==> src/rtl/cook_timer.sv <==
// Microwave cook timer: reset-dominant registered SR latch for the magnetron
// enable plus a 4-digit BCD MM:SS countdown ticked once per CLK_HZ cycles.
module cook_timer #(
  parameter int CLK_HZ  = 100,
  parameter int PRESC_W = 7
) (
  input  logic        clk,
  input  logic        resetn,
  input  logic        S,
  input  logic        R,
  input  logic        clearn,
  input  logic        load,
  input  logic [15:0] load_bcd,
  output logic        magnetron_on,
  output logic        timer_done,
  output logic [15:0] time_bcd,
  output logic        zero
);

  localparam logic [PRESC_W-1:0] PRESC_LAST = PRESC_W'(CLK_HZ - 1);

  logic               mag_q,   mag_d;
  logic               done_q,  done_d;
  logic [15:0]        time_q,  time_d;
  logic [PRESC_W-1:0] presc_q, presc_d;

  function automatic logic [3:0] sat_digit(input logic [3:0] d,
                                           input logic [3:0] max);
    return (d > max) ? max : d;
  endfunction

  // Loaded times are clamped to a legal MM:SS value, so the borrow chain
  // below never sees a non-BCD digit.
  function automatic logic [15:0] sat_bcd(input logic [15:0] v);
    return {sat_digit(v[15:12], 4'd9), sat_digit(v[11:8], 4'd9),
            sat_digit(v[7:4],   4'd5), sat_digit(v[3:0],  4'd9)};
  endfunction

  function automatic logic [15:0] bcd_dec(input logic [15:0] t);
    logic [3:0] mt, mo, st, so;
    logic       borrow;
    mt = t[15:12];
    mo = t[11:8];
    st = t[7:4];
    so = t[3:0];
    borrow = (so == 4'd0);
    so     = borrow ? 4'd9 : so - 4'd1;
    if (borrow) begin
      borrow = (st == 4'd0);
      st     = borrow ? 4'd5 : st - 4'd1;
    end
    if (borrow) begin
      borrow = (mo == 4'd0);
      mo     = borrow ? 4'd9 : mo - 4'd1;
    end
    if (borrow) mt = mt - 4'd1;
    return {mt, mo, st, so};
  endfunction

  assign zero = (time_q == 16'h0000);

  // NOTE: every variable gets a default at the top of the block, so no path
  // through the priority chain can leave one unassigned and infer a latch.
  always_comb begin
    mag_d   = mag_q;
    done_d  = done_q;
    time_d  = time_q;
    presc_d = presc_q;
    if (!clearn) begin
      mag_d   = 1'b0;
      done_d  = 1'b0;
      time_d  = 16'h0000;
      presc_d = '0;
    end else if (R) begin
      // Pause: time and prescaler hold, any coinciding tick is dropped.
      mag_d = 1'b0;
    end else if (load && !mag_q) begin
      time_d  = sat_bcd(load_bcd);
      presc_d = '0;
      done_d  = 1'b0;
    end else if (S && !mag_q) begin
      if (!zero) mag_d = 1'b1;
    end else if (mag_q) begin
      if (presc_q == PRESC_LAST) begin
        presc_d = '0;
        time_d  = bcd_dec(time_q);
        if (time_q == 16'h0001) begin
          mag_d  = 1'b0;
          done_d = 1'b1;
        end
      end else begin
        presc_d = presc_q + 1'b1;
      end
    end
  end

  // NOTE: sequential state uses non-blocking assignments so every register
  // samples the pre-edge values regardless of statement order.
  always_ff @(posedge clk or negedge resetn) begin
    if (!resetn) begin
      mag_q   <= 1'b0;
      done_q  <= 1'b0;
      time_q  <= 16'h0000;
      presc_q <= '0;
    end else begin
      mag_q   <= mag_d;
      done_q  <= done_d;
      time_q  <= time_d;
      presc_q <= presc_d;
    end
  end

  assign magnetron_on = mag_q;
  assign timer_done   = done_q;
  assign time_bcd     = time_q;

endmodule

==> config.mk <==
export PLATFORM = sky130hd
export DESIGN_NAME = cook_timer
export DESIGN_NICKNAME = d
export VERILOG_FILES = /design/src/rtl/cook_timer.sv
export SDC_FILE = /design/constraint.sdc
export NUM_CORES = 1
export LEC_CHECK = 0
export CAP_MARGIN = 0
export CORE_MARGIN = 2
export CORE_UTILIZATION = 65
export CTS_CLUSTER_SIZE = 14
export DETAILED_ROUTE_END_ITERATION = 10
export DONT_BUFFER_PORTS = 1
export PLACE_DENSITY_LB_ADDON = 0.15
export SKIP_LAST_GASP = 1
export SYNTH_ARGS = -nofsm -noshare
export SYNTH_HDL_FRONTEND = slang
export SYNTH_SLANG_ARGS = --single-unit
==> constraint.sdc <==
create_clock -name clk -period 5.55 [get_ports clk]
set_input_delay 0.8325 -clock clk [delete_from_list [all_inputs] [get_ports clk]]
set_output_delay 0.8325 -clock clk [all_outputs]
set_load 0.05 [all_outputs]
After elaboration in Yosys (flattened, before gate mapping)
Index checks and enable logic that the tools add are counted.
{ "totals": {"inputBits": 22, "ff_bits": 25, "out_inout_bits": 19} }
{ "op_classes": {"eq_ne": 12, "n_reduce_logical": 14, "addsub": 5, "order_cmp": 4, "muxes": 51} }
{ "ops": {"columns": ["op", "n"], "rows": [
  ["16-bit two-way mux", 6],
  ["7-bit two-way mux", 6],
  ["4-bit two-way mux", 10],
  ["1-bit two-way mux", 29],
  ["5-bit AND reduction", 4],
  ["3-bit by 1-bit inequality test with 1-bit output, second input constant", 6],
  ["16-bit by 1-bit equality test with 1-bit output, second input constant", 1],
  ["16-bit logical NOT", 1],
  ["4-bit by 1-bit subtractor with 4-bit output, second input constant", 4],
  ["4-bit greater-than comparator, second input constant", 3],
  ["4-bit logical NOT", 3],
  ["7-bit by 1-bit adder with 7-bit output, second input constant", 1],
  ["7-bit equality test, second input constant", 1],
  ["3-bit inequality test, second input constant", 2],
  ["4-bit by 3-bit greater-than comparator with 1-bit output, second input constant", 1],
  ["4-bit inequality test, second input constant", 1],
  ["4-bit AND reduction", 1],
  ["3-bit AND reduction", 1],
  ["1-bit logical AND", 2],
  ["2-bit inequality test, second input constant", 1],
  ["2-bit AND reduction", 1],
  ["1-bit logical NOT", 1]
]} }

Depth between registers and ports, before layout
{ "logic_depth": {"depth_word": 22, "ltp_mapped": 8, "depth_no_buf": 7} }

Worst setup path after synthesis
No wires, ideal clock.
{ "synth_timing": {"kind": "register -> output", "from": "register time_q[8] (netlist: time_bcd[8])", "to": "output zero", "path_stages_with_launch": 7, "required_time_ns": 4.718, "t_arrival_ns": 2.271, "setup_slack_ns": 2.446, "n_path_buf": 0, "cell_sequence": "dfrtp_1 inv_1 ha_1 or3b_2 nor4_1 nand2_1 inv_1"} }
{ "synth_between": {"elab_chain_cells": 1} }
{ "synth_rtl": {"columns": ["item", "line", "rtl"], "rows": [
  ["start: declaration", "24", "logic [15:0] time_q, time_d;"],
  ["start signal: assignment", "108", "time_q <= time_d;"],
  ["16-bit logical NOT", "60", "assign zero = (time_q == 16'h0000);"],
  ["end: declaration", "17", "output logic zero"]
]} }
No other way between the ends.

Worst setup path in the final report
Ends and elaborated chain as after synthesis.

==> impl_metrics.env <==
export IMPL_cts_root_buf="clkbuf_4"
export IMPL_dieArea_mm2=0.00301
export IMPL_postCtsHoldBufs=0
export IMPL_antenna_found_initial=0
export IMPL_grt_start_max_net_pins=26
export IMPL_area_sequential_um2=626
export IMPL_grt_pass1_wl_um=6350
export IMPL_skew_ns=0.00533
export IMPL_tns_ns=0
export IMPL_grt_pass1_vias=1445
export IMPL_cp_arrival_ns=2.85
export IMPL_dr_total_vias=1524
export IMPL_ioPinCount=41
export IMPL_synth_edf_count=0
export IMPL_clock_path_buffers=2
export IMPL_grt_overflow=0
export IMPL_cts_sinks=25
export IMPL_globalRouteTotalUtil_pct=29.2
export IMPL_setup_viol=0
export IMPL_crit_type="flip-flop to output pin"
export IMPL_synth_cell_type_count=48
export IMPL_yosysSeqAreaShare_pct=37.2
export IMPL_syn_area_per_cell_um2=8.81
export IMPL_p_leak_nw=0.745
export IMPL_firstDrtPassIters=4
export IMPL_place_ws_ns=2.26
export IMPL_p_int_mw=0.267
export IMPL_port_buffers=0
export IMPL_nets=221
export IMPL_dp_hpwl_um=2950
export IMPL_status="complete, no violations"
export IMPL_start_kind="flip-flop"
export IMPL_p_sw_mw=0.199
export IMPL_ys_async_sr_fraction_pct=100
export IMPL_n_fill_cell=186
export IMPL_drtIter0Drc=52
export IMPL_h_tree_depth=1
export IMPL_cts_setup_buffers=0
export IMPL_crit_required_ns=4.72
export IMPL_ys_warnings_count=0
export IMPL_fin_crit_sh_pct=66.3
export IMPL_pwr_share_comb_pct=24.9
export IMPL_drv_cap=0
export IMPL_power_density_mw_per_mm2=270
export IMPL_initial_utilization_pct=68.6
export IMPL_fp_row_count=18
export IMPL_drive_gt1_share_pct=6.32
export IMPL_antenna_left=0
export IMPL_dieWidth_um=54.9
export IMPL_multi_input_area_um2=988
export IMPL_fmax_mhz=272
export IMPL_synth_ff_type="dfrtp_1"
export IMPL_synth_seq_cells=25
export IMPL_ir_drop_mv=0.218
export IMPL_slew_headroom_pct=29.4
export IMPL_vias_per_cell=6.93
export IMPL_synth_area_mm2=0.00168
export IMPL_pwr_share_clk_pct=18.1
export IMPL_fin_crit_ns=3.68
export IMPL_crit_fanout=5
export IMPL_clk_latency_ns=0.32
export IMPL_syn_nets=221
export IMPL_hold_viol=0
export IMPL_area_delta_synth_final_pct=2.60
export IMPL_ctsResizeCount=0
export IMPL_hold_class="primary input to async pin"
export IMPL_drc_errors=0
export IMPL_wirelength_um=3990
export IMPL_globalplace_congestion=0.908
export IMPL_slew_viol_final=0
export IMPL_p_seq_share_pct=57.0
export IMPL_end_kind="output pin"
export IMPL_swShare_pct=42.6
export IMPL_rsz0062_at_grt="false"
export IMPL_wl_per_cell_um=18.1
export IMPL_coreArea_mm2=0.00245
export IMPL_die_h_um=54.9
export IMPL_cts_tree="done"
export IMPL_cts_buffers_inserted=3
export IMPL_clk_pin_slew_ns=0.14
export IMPL_setup_ws_ns=1.87
export IMPL_diodes=0
export IMPL_synthCells=191
export IMPL_worst_slew_pin_slew_ns=1.05
[metrics by stage]
stage | util [%] | hold slack [ns] | total power, mW | std cells | area [um2]
floorplan | - | 0.508 | 0.359 | 191 | 1680
global placement | 69.3 | 0.537 | 0.376 | 216 | 1700
detailed placement | 69.3 | 0.537 | 0.383 | 216 | 1700
CTS | 70.3 | 0.178 | 0.464 | 220 | 1730
global route | 70.3 | 0.166 | 0.488 | 220 | 1730
finish | 70.3 | 0.179 | 0.466 | 220 | 1730
[state kept, by name (all words and copies together) (netlist names)]
name and flops:
magnetron_on 1, time_bcd 16, presc_q 7, timer_done 1
[Yosys cell counts, types with 3 or more instances]
cell | number | area, um2
a22o_1 | 3 | 26.3
o31ai_1 | 6 | 45.0
nand2_1 | 16 | 60.1
nand2b_1 | 3 | 18.8
clkbuf_1 | 4 | 15.0
o21ai_0 | 22 | 110
a21oi_1 | 7 | 35.0
ha_1 | 8 | 100
xor2_1 | 4 | 35.0
nor2b_1 | 4 | 25.0
nand3_1 | 5 | 25.0
inv_1 | 13 | 48.8
a31oi_1 | 7 | 43.8
nor2_1 | 20 | 75.1
dfrtp_1 | 25 | 626
nor3b_1 | 3 | 22.5
[cell usage in the layout, fill, tap and decap left out, types with 2 or more instances in the layout]
cell type  instances
a21oi_1            7
a22o_1             3
a31oi_1            7
a32o_1             2
a32oi_1            2
a41oi_1            2
and2_1             2
clkbuf_4           3
dfrtp_1           25
ha_1               8
inv_1             13
nand2_1           16
nand2b_1           3
nand3_1            5
nand4_1            2
nor2_1            20
nor2b_1            4
nor3_1             2
nor3b_1            3
nor4_1             2
o21a_1             2
o21ai_0           22
o31ai_1            6
or3b_2             2
xor2_1             4
[worst max-delay path, cell delays in order, from the launching register on]
cell     delay [ns]
dfrtp_1        0.62
inv_1          0.20
ha_1           0.19
or3b_2         0.54
nor4_1         0.46
nand2_1        0.17
inv_1          0.35
[final cells by class]
class	count	area share (%)
Inverter	13	2.83
Tap cell	30	2.17
Sequential cell	25	36.2
Multi-Input combinational cell	148	57.2
Clock buffer	4	1.52
[layer usage]
metal / up-vias / part of all wire (%) / GRT usage [%]
met5: - / 0 / 0
met4: 0 / 1.5 / 10.8
met3: 6 / 7.8 / 3.55
met2: 56 / 51 / 49.2
met1: 751 / 40 / 38.1
li1: 711 / - / -
[final timing paths]
check | startpoint | endpoint | slack (ns) | cells after the start
max in group asynchronous | resetn | presc_q[0] | 5.29 | 0
worst min register to register | presc_q[5] | presc_q[5] | 0.56 | 2
worst max register to register | time_bcd[0] | time_bcd[14] | 2.89 | 7
min in group clk | R | magnetron_on | 0.56 | 1
worst min-delay path | resetn | time_bcd[2] | 0.18 | 0
worst max-delay path | time_bcd[8] | zero | 1.87 | 6
[kinds of logic after synthesis]
| family | share of synthesized area [%] |
|---|---|
| buffers and inverters | 4.09 |
| multiplexers | 0.669 |
| flip-flops | 37.2 |
| adder cells (fa/ha/maj) | 5.95 |
| XOR/XNOR | 2.08 |
| AND/OR/NAND/NOR | 25.5 |
| AO/OA/AOI/OAI | 24.5 |
[power groups by stage]
stage	registers, mW	clock network [mW]	logic [mW]
final	0.266	0.0843	0.116
after global routing	0.268	0.0896	0.131
after CTS	0.265	0.0844	0.115
after detailed placement	0.269	0	0.114
after global placement	0.267	0	0.109
after floorplan	0.263	0	0.0964
Note: power is estimated with default switching activity, not from simulation.
